$ cat src/rtl/ram_ctrl_pkg.sv
// Shared encodings and defaults for the block-RAM port sequencer and its arbiter.
package ram_ctrl_pkg;

   localparam int DATA_W_DEF = 8;
   localparam int ADDR_W_DEF = 4;

   typedef enum logic [2:0] {
      ST_IDLE      = 3'd0,
      ST_WRITE     = 3'd1,
      ST_READ      = 3'd2,
      ST_READ_WAIT = 3'd3,
      ST_FILL      = 3'd4
   } state_t;

   typedef enum logic {
      GNT_WRITE = 1'b0,
      GNT_READ  = 1'b1
   } grant_t;

   // Bit positions inside the one-hot grant vector.
   localparam int GNT_BIT_WR = 0;
   localparam int GNT_BIT_RD = 1;

   // Round-robin choice: on conflict the side that did not win last time goes next.
   function automatic grant_t rr_pick(input logic wr, input logic rd, input grant_t last);
      if (wr && rd) begin
         return (last == GNT_WRITE) ? GNT_READ : GNT_WRITE;
      end
      if (rd) begin
         return GNT_READ;
      end
      return GNT_WRITE;
   endfunction

endpackage

$ cat src/rtl/ram_rr_arb2.sv
// Two-way round-robin arbiter between the pending manual write and read requests.
module ram_rr_arb2
   import ram_ctrl_pkg::*;
(
   input  logic       clk_95HZ,
   input  logic       clr,
   input  logic       wr_pend_i,
   input  logic       rd_pend_i,
   input  logic       accept_i,
   output logic [1:0] gnt_o
);

   grant_t last_grant_q;
   grant_t last_grant_d;
   grant_t pick;
   logic   any_pend;

   assign any_pend = wr_pend_i || rd_pend_i;

   // NOTE: every signal written here gets a default first, so no path can leave it
   // unassigned and infer a latch.
   always_comb begin
      pick         = rr_pick(wr_pend_i, rd_pend_i, last_grant_q);
      gnt_o        = '0;
      last_grant_d = last_grant_q;
      if (any_pend) begin
         if (pick == GNT_READ) begin
            gnt_o[GNT_BIT_RD] = 1'b1;
         end else begin
            gnt_o[GNT_BIT_WR] = 1'b1;
         end
      end
      if (accept_i && any_pend) begin
         last_grant_d = pick;
      end
   end

   // NOTE: state registers use non-blocking assignment so every flop samples
   // pre-edge values regardless of process ordering.
   always_ff @(posedge clk_95HZ or posedge clr) begin
      if (clr) begin
         last_grant_q <= GNT_WRITE;
      end else begin
         last_grant_q <= last_grant_d;
      end
   end

endmodule

$ cat src/rtl/ram_port_ctrl.sv
// Sequencer for the single-port 16x8 block RAM: manual write/read with round-robin
// sharing plus an auto-fill burst. The RAM array itself is external and is not cleared by clr.
module ram_port_ctrl
   import ram_ctrl_pkg::*;
#(
   parameter int DATA_W = DATA_W_DEF,
   parameter int ADDR_W = ADDR_W_DEF
) (
   input  logic              clk_95HZ,
   input  logic              clr,
   input  logic              wr_req,
   input  logic [DATA_W-1:0] wr_data,
   input  logic              rd_req,
   input  logic              fill_start,
   input  logic [DATA_W-1:0] fill_seed,
   input  logic [DATA_W-1:0] ram_dout,
   output logic              ram_we,
   output logic [ADDR_W-1:0] ram_addr,
   output logic [DATA_W-1:0] ram_din,
   output logic [DATA_W-1:0] rd_data,
   output logic              rd_valid,
   output logic              wr_ack,
   output logic [ADDR_W-1:0] wr_ptr,
   output logic [ADDR_W-1:0] rd_ptr,
   output logic              busy
);

   localparam logic [ADDR_W-1:0] IDX_LAST = '1;

   state_t            state_q,     state_d;
   logic              wr_pend_q,   wr_pend_d;
   logic              rd_pend_q,   rd_pend_d;
   logic              fill_pend_q, fill_pend_d;
   logic [DATA_W-1:0] wr_data_q,   wr_data_d;
   logic [DATA_W-1:0] seed_q,      seed_d;
   logic [DATA_W-1:0] rd_data_q,   rd_data_d;
   logic              rd_valid_q,  rd_valid_d;
   logic [ADDR_W-1:0] wr_ptr_q,    wr_ptr_d;
   logic [ADDR_W-1:0] rd_ptr_q,    rd_ptr_d;
   logic [ADDR_W-1:0] idx_q,       idx_d;

   logic [1:0] gnt;
   logic       accept;
   logic       wr_done;
   logic       rd_done;
   logic       fill_done;

   // Fill outranks manual traffic, so the arbiter only commits when no fill waits.
   assign accept = (state_q == ST_IDLE) && !fill_pend_q;

   ram_rr_arb2 u_arb (
      .clk_95HZ  (clk_95HZ),
      .clr       (clr),
      .wr_pend_i (wr_pend_q),
      .rd_pend_i (rd_pend_q),
      .accept_i  (accept),
      .gnt_o     (gnt)
   );

   assign wr_done   = (state_q == ST_WRITE);
   assign rd_done   = (state_q == ST_READ_WAIT);
   assign fill_done = (state_q == ST_FILL) && (idx_q == IDX_LAST);

   always_comb begin
      state_d = state_q;
      idx_d   = idx_q;
      unique case (state_q)
         ST_IDLE: begin
            if (fill_pend_q) begin
               state_d = ST_FILL;
               idx_d   = '0;
            end else if (gnt[GNT_BIT_WR]) begin
               state_d = ST_WRITE;
            end else if (gnt[GNT_BIT_RD]) begin
               state_d = ST_READ;
            end
         end
         ST_WRITE:     state_d = ST_IDLE;
         ST_READ:      state_d = ST_READ_WAIT;
         ST_READ_WAIT: state_d = ST_IDLE;
         ST_FILL: begin
            idx_d = idx_q + 1'b1;
            if (idx_q == IDX_LAST) begin
               state_d = ST_IDLE;
            end
         end
         default:      state_d = ST_IDLE;
      endcase
   end

   always_comb begin
      wr_pend_d   = wr_pend_q;
      rd_pend_d   = rd_pend_q;
      fill_pend_d = fill_pend_q;
      wr_data_d   = wr_data_q;
      seed_d      = seed_q;
      rd_data_d   = rd_data_q;
      rd_valid_d  = 1'b0;
      wr_ptr_d    = wr_ptr_q;
      rd_ptr_d    = rd_ptr_q;

      if (wr_done) begin
         wr_pend_d = 1'b0;
         wr_ptr_d  = wr_ptr_q + 1'b1;
      end
      if (rd_done) begin
         rd_pend_d  = 1'b0;
         rd_ptr_d   = rd_ptr_q + 1'b1;
         rd_data_d  = ram_dout;
         rd_valid_d = 1'b1;
      end
      if (fill_done) begin
         fill_pend_d = 1'b0;
         wr_ptr_d    = '0;
         rd_ptr_d    = '0;
      end

      // A pulse seen while its flag is still set is dropped and its data ignored.
      if (wr_req && !wr_pend_q) begin
         wr_pend_d = 1'b1;
         wr_data_d = wr_data;
      end
      if (rd_req && !rd_pend_q) begin
         rd_pend_d = 1'b1;
      end
      if (fill_start && !fill_pend_q) begin
         fill_pend_d = 1'b1;
         seed_d      = fill_seed;
      end
   end

   always_comb begin
      ram_we   = 1'b0;
      ram_addr = '0;
      ram_din  = '0;
      wr_ack   = 1'b0;
      unique case (state_q)
         ST_WRITE: begin
            ram_we   = 1'b1;
            ram_addr = wr_ptr_q;
            ram_din  = wr_data_q;
            wr_ack   = 1'b1;
         end
         ST_READ, ST_READ_WAIT: begin
            ram_addr = rd_ptr_q;
         end
         ST_FILL: begin
            ram_we   = 1'b1;
            ram_addr = idx_q;
            ram_din  = seed_q + DATA_W'(idx_q);
         end
         default: begin
         end
      endcase
   end

   always_ff @(posedge clk_95HZ or posedge clr) begin
      if (clr) begin
         state_q     <= ST_IDLE;
         wr_pend_q   <= 1'b0;
         rd_pend_q   <= 1'b0;
         fill_pend_q <= 1'b0;
         wr_data_q   <= '0;
         seed_q      <= '0;
         rd_data_q   <= '0;
         rd_valid_q  <= 1'b0;
         wr_ptr_q    <= '0;
         rd_ptr_q    <= '0;
         idx_q       <= '0;
      end else begin
         state_q     <= state_d;
         wr_pend_q   <= wr_pend_d;
         rd_pend_q   <= rd_pend_d;
         fill_pend_q <= fill_pend_d;
         wr_data_q   <= wr_data_d;
         seed_q      <= seed_d;
         rd_data_q   <= rd_data_d;
         rd_valid_q  <= rd_valid_d;
         wr_ptr_q    <= wr_ptr_d;
         rd_ptr_q    <= rd_ptr_d;
         idx_q       <= idx_d;
      end
   end

   assign rd_data  = rd_data_q;
   assign rd_valid = rd_valid_q;
   assign wr_ptr   = wr_ptr_q;
   assign rd_ptr   = rd_ptr_q;
   assign busy     = (state_q != ST_IDLE);

endmodule

$ cat config.mk
export PLATFORM = sky130hd
export DESIGN_NAME = ram_port_ctrl
export DESIGN_NICKNAME = d
export VERILOG_FILES = /design/src/rtl/ram_ctrl_pkg.sv /design/src/rtl/ram_rr_arb2.sv /design/src/rtl/ram_port_ctrl.sv
export SDC_FILE = /design/constraint.sdc
export NUM_CORES = 1
export LEC_CHECK = 0
export BUFFER_PORTS_ARGS = -buffer_cell sky130_fd_sc_hd__clkbuf_2
export CORE_ASPECT_RATIO = 0.8
export CORE_MARGIN = 5
export CORE_UTILIZATION = 40
export DETAILED_ROUTE_END_ITERATION = 10
export GPL_TIMING_DRIVEN = 1
export HOLD_SLACK_MARGIN = 0.02
export PLACE_DENSITY_LB_ADDON = 0.05
export SLEW_MARGIN = 10
export SYNTH_ARGS = -nofsm -noshare
export SYNTH_HDL_FRONTEND = slang
export SYNTH_SLANG_ARGS = --single-unit
$ cat constraint.sdc
create_clock -name clk_95HZ -period 1.8 [get_ports clk_95HZ]
set_input_delay 0.18 -clock clk_95HZ [delete_from_list [all_inputs] [get_ports clk_95HZ]]
set_output_delay 0.18 -clock clk_95HZ [all_outputs]
set_load 0.005 [all_outputs]
# Yosys cells after proc, flatten, opt, wreduce, memory -nomap -nowiden
# Index checks and enable logic that the tools add are counted.
[word_totals] ff_bits=44 in_bits=29 output_inout_bits=32
[op_classes] n_reduce_logical=23 eq_ne=8 n_mux=33 addsub=4
[op_table] cell="$mux W4" count=5
[op_table] cell="$mux W1" count=19
[op_table] cell="$pmux W8 S2" count=1
[op_table] cell="$add A4 B1 Y4 const B" count=3
[op_table] cell="$mux W3" count=4
[op_table] cell="$pmux W4 S3" count=1
[op_table] cell="$reduce_bool A2 Y1" count=6
[op_table] cell="$pmux W3 S3" count=1
[op_table] cell="$add A8 B4 Y8" count=1
[op_table] cell="$pmux W4 S2" count=1
[op_table] cell="$logic_and A1 B1 Y1" count=7
[op_table] cell="$eq A3 B2 Y1 const B" count=2
[op_table] cell="$eq A4 B4 Y1 const B" count=1
[op_table] cell="$ne A4 B4 Y1 const B" count=1
[op_table] cell="$reduce_and A2 Y1" count=2
[op_table] cell="$reduce_or A2 Y1" count=2
[op_table] cell="$eq A3 B1 Y1 const B" count=1
[op_table] cell="$eq A3 B3 Y1 const B" count=1
[op_table] cell="$logic_not A1 Y1" count=3
[op_table] cell="$logic_not A3 Y1" count=1
[op_table] cell="$reduce_bool A3 Y1" count=1
[op_table] cell="$mux W2" count=1
[op_table] cell="$ne A2 B1 Y1 const B" count=1
[op_table] cell="$ne A2 B2 Y1 const B" count=1
[op_table] cell="$logic_or A1 B1 Y1" count=1

# Depth between registers and ports, before layout
# Gate-level depths: netlist of the first run.
[depth] ltp_word=11 mapped_depth=7 mapped_depth_nobuf=7

# By module
# A second synthesis of the first run with hierarchy kept.
[unflattened] cells_unflattened=202 area_unflattened_um2=2287.2
[modules_own_cells] module="ram_port_ctrl" area_per_inst_um2=2228.4 n_inst=1 cells_per_inst=195
[modules_own_cells] module="ram_rr_arb2" area_per_inst_um2=58.8 n_inst=1 cells_per_inst=7

# Worst setup path before layout of the first run
# No wires, ideal clock.
[synth_timing] kind="reg2out" startpoint="register idx_q[0]" endpoint="output port ram_din[6]" path_buffers=0 slack_ps=23 stages_incl_launch_ff=8 arrival_time_ps=1597 path_cell_list="dfrtp_1 ha_1 inv_1 fa_1 nor2b_1 o31ai_1 xor2_1 o21ai_0"
[synth_via] elab_chain_len=2
[synth_lines] item="start, declared" line_no="ram_port_ctrl.sv:40" text="logic [ADDR_W-1:0] idx_q, idx_d;"
[synth_lines] item="start signal, assigned" line_no="ram_port_ctrl.sv:181" text="idx_q <= idx_d;"
[synth_lines] item="$add A8 B4 Y8" line_no="ram_port_ctrl.sv:150" text="ram_din = seed_q + DATA_W'(idx_q);"
[synth_lines] item="$pmux W8 S2" line_no="ram_port_ctrl.sv:137" text="unique case (state_q)"
[synth_lines] item="end, declared" line_no="ram_port_ctrl.sv:19" text="output logic [DATA_W-1:0] ram_din,"
# Every way passes these cells.

# Final worst setup path of the first run
[layout_timing] startpoint="register seed_q[0]" endpoint="output port ram_din[4]"
[layout_via] elab_chain_len=2
[layout_lines] item="start, declared" line_no="ram_port_ctrl.sv:35" text="logic [DATA_W-1:0] seed_q, seed_d;"
[layout_lines] item="start signal, assigned" line_no="ram_port_ctrl.sv:164" text="seed_q <= '0;"
[layout_lines] item="start signal, assigned" line_no="ram_port_ctrl.sv:176" text="seed_q <= seed_d;"
[layout_lines] item="$add A8 B4 Y8" line_no="ram_port_ctrl.sv:150"
[layout_lines] item="$pmux W8 S2" line_no="ram_port_ctrl.sv:137"
# Every way passes these cells.

==> results.json, run 1 <==
{
  "max_cap_viol_count": 0,
  "antenna_found_initial": 0,
  "chipWidth_um": 93.1,
  "totalWireLength_um": 5400,
  "antenna_cells_inserted": 0,
  "drive_above_1_share_pct": 47.3,
  "holdCritStartpoint": "fill_seed[1]",
  "tritoncts_buffer_count": 5,
  "report.final.slew_viol_count": 0,
  "synth_xor_xnor_area_share_pct": 3.57,
  "synth_compound_gate_area_share_pct": 11.8,
  "clock_tree.buffer_depth": 2,
  "floorplan.die.height_um": 76.4,
  "yosys.cell_types.count": 41,
  "initial_core_util_pct": 40.8,
  "groute.usage.overall_pct": 15.4,
  "slowest_delay_ns": 0.42,
  "met3RoutedLength_um": 359,
  "start_kind": "register",
  "detail_route.first_pass.iterations": 4,
  "ioPinCount": 61,
  "grt_pass1_wl_um": 8760,
  "worst_setup_path_end_kind": "output port",
  "path_clk_slew_ns": 0.09,
  "die-area_um2": 7110,
  "rsz0062_at_grt": "yes",
  "synth.ff_latch_count": 44,
  "synthAdderAreaFrac_pct": 4.88,
  "core_area_um2": 5410,
  "clk_root_buffer_cell": "sky130_fd_sc_hd__clkbuf_8",
  "place_hpwl_um": 3830,
  "placed_cell_area_um2": 2690,
  "fin_tns_setup_ns": -1.74,
  "cts_tree": "done",
  "leakage_power_uw": 0.00152,
  "timing.rr.start": "state_q[2]$_DFFE_PP0P_",
  "syn-cell-area_um2": 2210,
  "maxClockFrequency_ghz": 0.463,
  "finish.net_count": 332,
  "cp_cell_sequence": "ha_4 -> inv_2 -> fa_2 -> nor2b_2 -> o21a_1 -> or4_1 -> nand3_1 -> clkbuf_2",
  "finalSetupViolations": 7,
  "fraction_of_synthesized_area_in_multiplexers_pct": 13.1,
  "run_status": "complete, but fails checks",
  "finalHoldWorstSlack_ns": 0.0813,
  "design_area_um2": 3040,
  "met1_length_um": 2680,
  "area_growth_pct": 37.8,
  "worst-slew-pin-transition_ns": 0.560,
  "grt_start_max_net_pins": 45,
  "ys.warnings.count": 0,
  "r2r_cells": 6,
  "arrival_ns": 1.98,
  "place.port_buffers": 60,
  "synth_top_flop_cell": "sky130_fd_sc_hd__dfrtp_1",
  "max-slew-margin-rel_pct": 62.6,
  "clkLatencyLatePin_ns": 0.30,
  "met2_wirelength_um": 2310,
  "min_period_ns": 2.16,
  "wl_per_cell_um": 15.0,
  "yosys.area_share.simple_pct": 13.5,
  "detail_route.vias_per_cell": 5.04,
  "min_period_over_period_pct": 120,
  "synth_enable_flop_cells": 0,
  "critical_path_required_ns": 1.62,
  "worst_clock_skew_on_the_final_layout_ns": 0.00380,
  "failed_checks": "negative setup slack",
  "detail_route.drc_violations": 0,
  "synth_async_sr_flop_share_pct": 100,
  "finalWorstSetupSlack_ns": -0.359,
  "grt_pass1_vias": 1835,
  "ff2ff_setup_slack_ns": 0.17,
  "hold_path_class": "in -> reg",
  "cts_num_sinks": 44,
  "hold_path_depth": 3,
  "route.vias.total": 1819,
  "critical_path.slowest_cell": "sky130_fd_sc_hd__dfrtp_1",
  "final-hold-violation-count": 0,
  "p_per_area_nw_per_um2": 1670,
  "htree_num_levels": 2,
  "gp_routability_congestion": 0.791,
  "syn_inst": 206,
  "synth_area_per_cell_um2": 10.7,
  "r2r-end": "rd_data[7]$_DFFE_PP0P_",
  "critPathKind": "reg -> out",
  "top_layer_used": "met4",
  "synth_fp_nets": 243,
  "detail-route-antenna-nets": 0,
  "rows": 24,
  "synth_sequential_area_ratio_pct": 49.9,
  "main_combinational_cell_family_by_area_after_synthesis": "simple AND/OR/NAND/NOR gates",
  "power.ir.vdd_worst_mv": 1.02,
  "worst_hold_path.endpoint": "seed_q[1]$_DFFE_PP0P_",
  "drt_iter0_markers": 28,
  "critical_path_peak_fanout": 3,
  "grt.overflow.total": 0
}
-- placed cells by master (no fill, tap or decap), drive strengths merged, types with 2 or more instances in the layout --
cell type | netlist | routed
a21o | 2 | 2
a21oi | 7 | 7
a22oi | 4 | 4
a31oi | 2 | 2
a32oi | 2 | 2
buf | 5 | 35
clkbuf | 5 | 60
dfrtp | 44 | 44
ha | 7 | 7
inv | 7 | 7
mux2 | 23 | 23
mux2i | 3 | 3
nand2 | 22 | 22
nand3 | 3 | 3
nand4 | 3 | 3
nor2 | 12 | 12
nor2b | 6 | 6
nor3 | 3 | 3
nor3b | 2 | 2
o21a | 2 | 2
o21ai | 17 | 17
xnor2 | 2 | 2
xor2 | 7 | 7
-- worst max path at each step --
stage / from / endpoint / slack, ns / depth (start not counted)
4_1_cts: idx_q[0]$_DFFE_PP0P_ / ram_din[4] / -0.36 / 8
5_1_grt: seed_q[0]$_DFFE_PP0P_ / ram_din[4] / -0.43 / 8
2_1_floorplan: idx_q[0]$_DFFE_PP0P_ / ram_din[6] / 0.02 / 7
3_3_place_gp: seed_q[1]$_DFFE_PP0P_ / ram_din[5] / -0.07 / 6
3_5_place_dp: seed_q[1]$_DFFE_PP0P_ / ram_din[5] / -0.09 / 6
6_report: seed_q[0]$_DFFE_PP0P_ / ram_din[4] / -0.36 / 8
-- critical path: cells and delay by family (launching register included) --
kind / cells / cell delay, ns
AO/OA/AOI/OAI: 1 / 0.18
adder cells (fa/ha/maj): 2 / 0.38
buffers and inverters: 2 / 0.16
flip-flops: 1 / 0.42
AND/OR/NAND/NOR: 3 / 0.55
-- synth_stat cells (2+ instances only) --
master	n	area [um^2]
sky130_fd_sc_hd__inv_1	7	26.3
sky130_fd_sc_hd__a21oi_1	7	35.0
sky130_fd_sc_hd__ha_1	7	87.6
sky130_fd_sc_hd__xnor2_1	2	17.5
sky130_fd_sc_hd__a31oi_1	2	12.5
sky130_fd_sc_hd__xor2_1	7	61.3
sky130_fd_sc_hd__a32oi_1	2	17.5
sky130_fd_sc_hd__o21a_1	2	15.0
sky130_fd_sc_hd__nand2_1	22	82.6
sky130_fd_sc_hd__a21o_1	2	15.0
sky130_fd_sc_hd__buf_2	4	20.0
sky130_fd_sc_hd__nand4_1	3	18.8
sky130_fd_sc_hd__mux2_2	23	259
sky130_fd_sc_hd__mux2i_1	3	30.0
sky130_fd_sc_hd__clkbuf_1	5	18.8
sky130_fd_sc_hd__o21ai_0	17	85.1
sky130_fd_sc_hd__nand3_1	3	15.0
sky130_fd_sc_hd__dfrtp_1	44	1100
sky130_fd_sc_hd__nor2_1	12	45.0
sky130_fd_sc_hd__a22oi_1	4	30.0
sky130_fd_sc_hd__nor3_1	3	15.0
sky130_fd_sc_hd__nor2b_1	6	37.5
-- through the flow --
step	worst slack [ns]	cells	total power (uW)	utilization (%)
2_1_floorplan	0.0227	206	2800	-
3_3_place_gp	-0.0745	340	3760	49.7
3_5_place_dp	-0.0938	340	3770	49.7
4_1_cts	-0.360	351	4730	52.7
5_1_grt	-0.431	361	5470	56.3
6_report	-0.359	361	5070	56.3
-- per-layer routing --
metal,track usage (%),up-vias
li1,-,896
met4,3.95,0
met2,21.7,46
met5,0,-
met1,22.5,870
met3,5.23,7
-- timing repair --
item / CTS / global route
setup buffers: 2 / 10
endpoints found under the hold margin: 44 / 0
resized for setup: 14 / 30
setup endpoints to repair: 7 / 13
pin swaps: 7 / 9
hold buffers: 1 / 0
cloned: 0 / 1
-- flip-flops by register name (all words and copies together), names as in the netlist --
signal / cells
state_q: 3
seed_q: 8
wr_pend_q: 1
rd_valid: 1
wr_data_q: 8
rd_data: 8
idx_q: 4
rd_pend_q: 1
fill_pend_q: 1
rd_ptr: 4
wr_ptr: 4
u_arb.last_grant_q: 1
-- logic make-up (layout without fill, tap and decap cells) --
| logic type | after synthesis | in the layout |
|---|---|---|
| simple gates | 60 | 60 |
| flops | 44 | 44 |
| compound gates | 42 | 42 |
| mux | 26 | 26 |
| buf+inv | 17 | 107 |
| xor+xnor | 9 | 9 |
| fa+ha+maj | 8 | 8 |
-- report_power, final --
group          total, uW  internal [uW]  switching [uW]  leakage (uW)
Combinational       2740           1510            1230      0.000916
Clock                782            418             364     0.0000548
Sequential          1550           1290             257      0.000553
Total               5070           3220            1850       0.00152
-- cell type report --
class	count	area, um^2
Multi-Input combinational cell	145	1130
Sequential cell	44	1100
Tap cell	65	81.3
Fill cell	512	2360
Clock inverter	3	46.3
Timing Repair Buffer	92	588
Inverter	7	26.3
Clock buffer	5	68.8
No activity file was read; power rests on OpenSTA's default activity.
==> run 2: changes to the inputs <==
Settings changed: CORE_MARGIN 5 to unset, MAX_ROUTING_LAYER set to met4.
==> run 2 against run 1 <==
  * The flow still finishes with violations (negative setup slack)
  * Sequential cell count is the same
  * First-iteration DRC count grew 43%
  * Critical path type unchanged
  * Final area fell by 1.3%
  * Largest cell class unchanged
==> results.json, run 2 (synthesized netlist as in run 1, its figures left out) <==
{
  "min_period_ns": 2.16,
  "gp_routability_congestion": 0.773,
  "finalSetupViolations": 7,
  "wl_per_cell_um": 14.0,
  "antenna_found_initial": 0,
  "power.ir.vdd_worst_mv": 0.806,
  "slowest_delay_ns": 0.42,
  "worst_setup_path_end_kind": "output port",
  "design_area_um2": 3000,
  "hold_path_class": "in -> reg",
  "initial_core_util_pct": 42.8,
  "max-slew-margin-rel_pct": 51.3,
  "clk_root_buffer_cell": "sky130_fd_sc_hd__clkbuf_8",
  "path_clk_slew_ns": 0.09,
  "critical_path_buf_inv_count": 3,
  "arrival_ns": 1.98,
  "detail_route.vias_per_cell": 5.00,
  "rows": 23,
  "maxClockFrequency_ghz": 0.462,
  "place.port_buffers": 60,
  "grt_pass1_vias": 1662,
  "critPathKind": "reg -> out",
  "detail_route.drc_violations": 0,
  "grt_pass1_wl_um": 8050,
  "cts_tree": "done",
  "worst-slew-pin-transition_ns": 0.726,
  "drive_above_1_share_pct": 45.7,
  "detail_route.first_pass.iterations": 4,
  "htree_num_levels": 2,
  "area_growth_pct": 35.9,
  "seqCellArea_um2": 1100,
  "critical_path.slowest_cell": "sky130_fd_sc_hd__dfrtp_1",
  "die-area_um2": 5820,
  "floorplan.die.height_um": 68.4,
  "critical_path_required_ns": 1.62,
  "max_cap_viol_count": 0,
  "critical_path_peak_fanout": 2,
  "leakage_power_uw": 0.00150,
  "route.vias.total": 1776,
  "cts_num_sinks": 44,
  "rsz0062_at_grt": "yes",
  "post_layout_nonfiller_instances": 355,
  "chipWidth_um": 85.1,
  "timing.critical_path.max_delay_family": "compound AO/OA/AOI/OAI gates",
  "clkLatencyLatePin_ns": 0.30,
  "run_status": "complete, but fails checks",
  "worst_clock_skew_on_the_final_layout_ns": 0.00680,
  "grt.overflow.total": 0,
  "final_cell_mix": "sky130_fd_sc_hd__clkbuf_2, sky130_fd_sc_hd__dfrtp_1, sky130_fd_sc_hd__mux2_2, sky130_fd_sc_hd__buf_4, sky130_fd_sc_hd__nand2_1",
  "place_inst": 339,
  "drt_iter0_markers": 40,
  "totalWireLength_um": 4980,
  "p_per_area_nw_per_um2": 1650,
  "ioPinCount": 61,
  "antenna_cells_inserted": 0,
  "commonest_non_fill_non_tap_cell_in_the_layout": "sky130_fd_sc_hd__clkbuf_2",
  "finish.net_count": 329,
  "place_hpwl_um": 3610,
  "clock_tree.buffer_depth": 2,
  "core_area_um2": 5150,
  "finalWorstSetupSlack_ns": -0.363,
  "report.final.slew_viol_count": 0,
  "ff2ff_setup_slack_ns": 0.22,
  "min_period_over_period_pct": 120,
  "failed_checks": "negative setup slack",
  "tritoncts_buffer_count": 5,
  "grt_start_max_net_pins": 26,
  "multi_input_area_um2": 1110,
  "placed_cell_area_um2": 2710,
  "cp_cell_sequence": "ha_4 -> buf_6 -> a211o_1 -> a21oi_2 -> buf_4 -> mux2i_1 -> o21ai_1 -> clkbuf_2",
  "report.power.total_uw": 4950,
  "start_kind": "register",
  "final-hold-violation-count": 0,
  "groute.usage.overall_pct": 18.8,
  "detail-route-antenna-nets": 0,
  "num-fill-cells": 450
}
-- run 2: metal layers --
layer | track usage [%] | wire length, um | vias up
met4 | 6.36 | 67 | 0
li1 | - | - | 889
met5 | - | 0 | -
met2 | 25.4 | 1990 | 52
met3 | 4.83 | 261 | 8
met1 | 27.1 | 2660 | 827
-- run 2: cell type report --
type,count,area share [%]
Clock inverter,2,1.29
Clock buffer,6,2.75
Timing Repair Buffer,89,18.9
Multi-Input combinational cell,145,36.9
Sequential cell,44,36.7
Inverter,7,0.876
Tap cell,62,2.59
-- run 2: worst reg2reg max path, delay by kind of cell (launching register included) --
family        cells  cell delay, ns
fa+ha+maj         1            0.18
buf+inv           2            0.26
flops             1            0.41
simple gates      3            0.61
-- run 2: path summary, 6_finish.rpt --
check / from / to / depth (start not counted)
setup / recovery: idx_q[0]$_DFFE_PP0P_ / ram_din[7] / 8
setup reg to reg: idx_q[0]$_DFFE_PP0P_ / wr_ptr[3]$_DFFE_PP0P_ / 6
min in group asynchronous: clr / rd_data[2]$_DFFE_PP0P_ / 3
hold reg to reg: rd_pend_q$_DFFE_PP0P_ / rd_pend_q$_DFFE_PP0P_ / 1
hold / removal: fill_seed[1] / seed_q[1]$_DFFE_PP0P_ / 3
max in group asynchronous: clr / wr_ptr[2]$_DFFE_PP0P_ / 4
-- run 2: repair_timing --
action | 4_1_cts | 5_1_grt
pin swaps | 4 | 12
endpoints found under the hold margin | 19 | 0
setup endpoints to repair | 7 | 12
setup buffers | 0 | 8
gates resized for setup | 14 | 17
hold buffers | 1 | 0
-- run 2: report_power, final --
part	switching (uW)	internal, uW
logic	1160	1420
clock network	351	454
registers	264	1290
-- run 2: per-stage QoR --
step,TNS (ns),utilization [%],hold slack [ns],worst slack (ns)
2_1_floorplan,0,-,0.297,0.0227
3_3_place_gp,-0.224,52.6,0.234,-0.0801
3_5_place_dp,-0.343,52.6,0.231,-0.108
4_1_cts,-1.80,56.0,0.0944,-0.387
5_1_grt,-2.49,58.2,0.0978,-0.495
6_report,-1.79,58.2,0.0956,-0.363
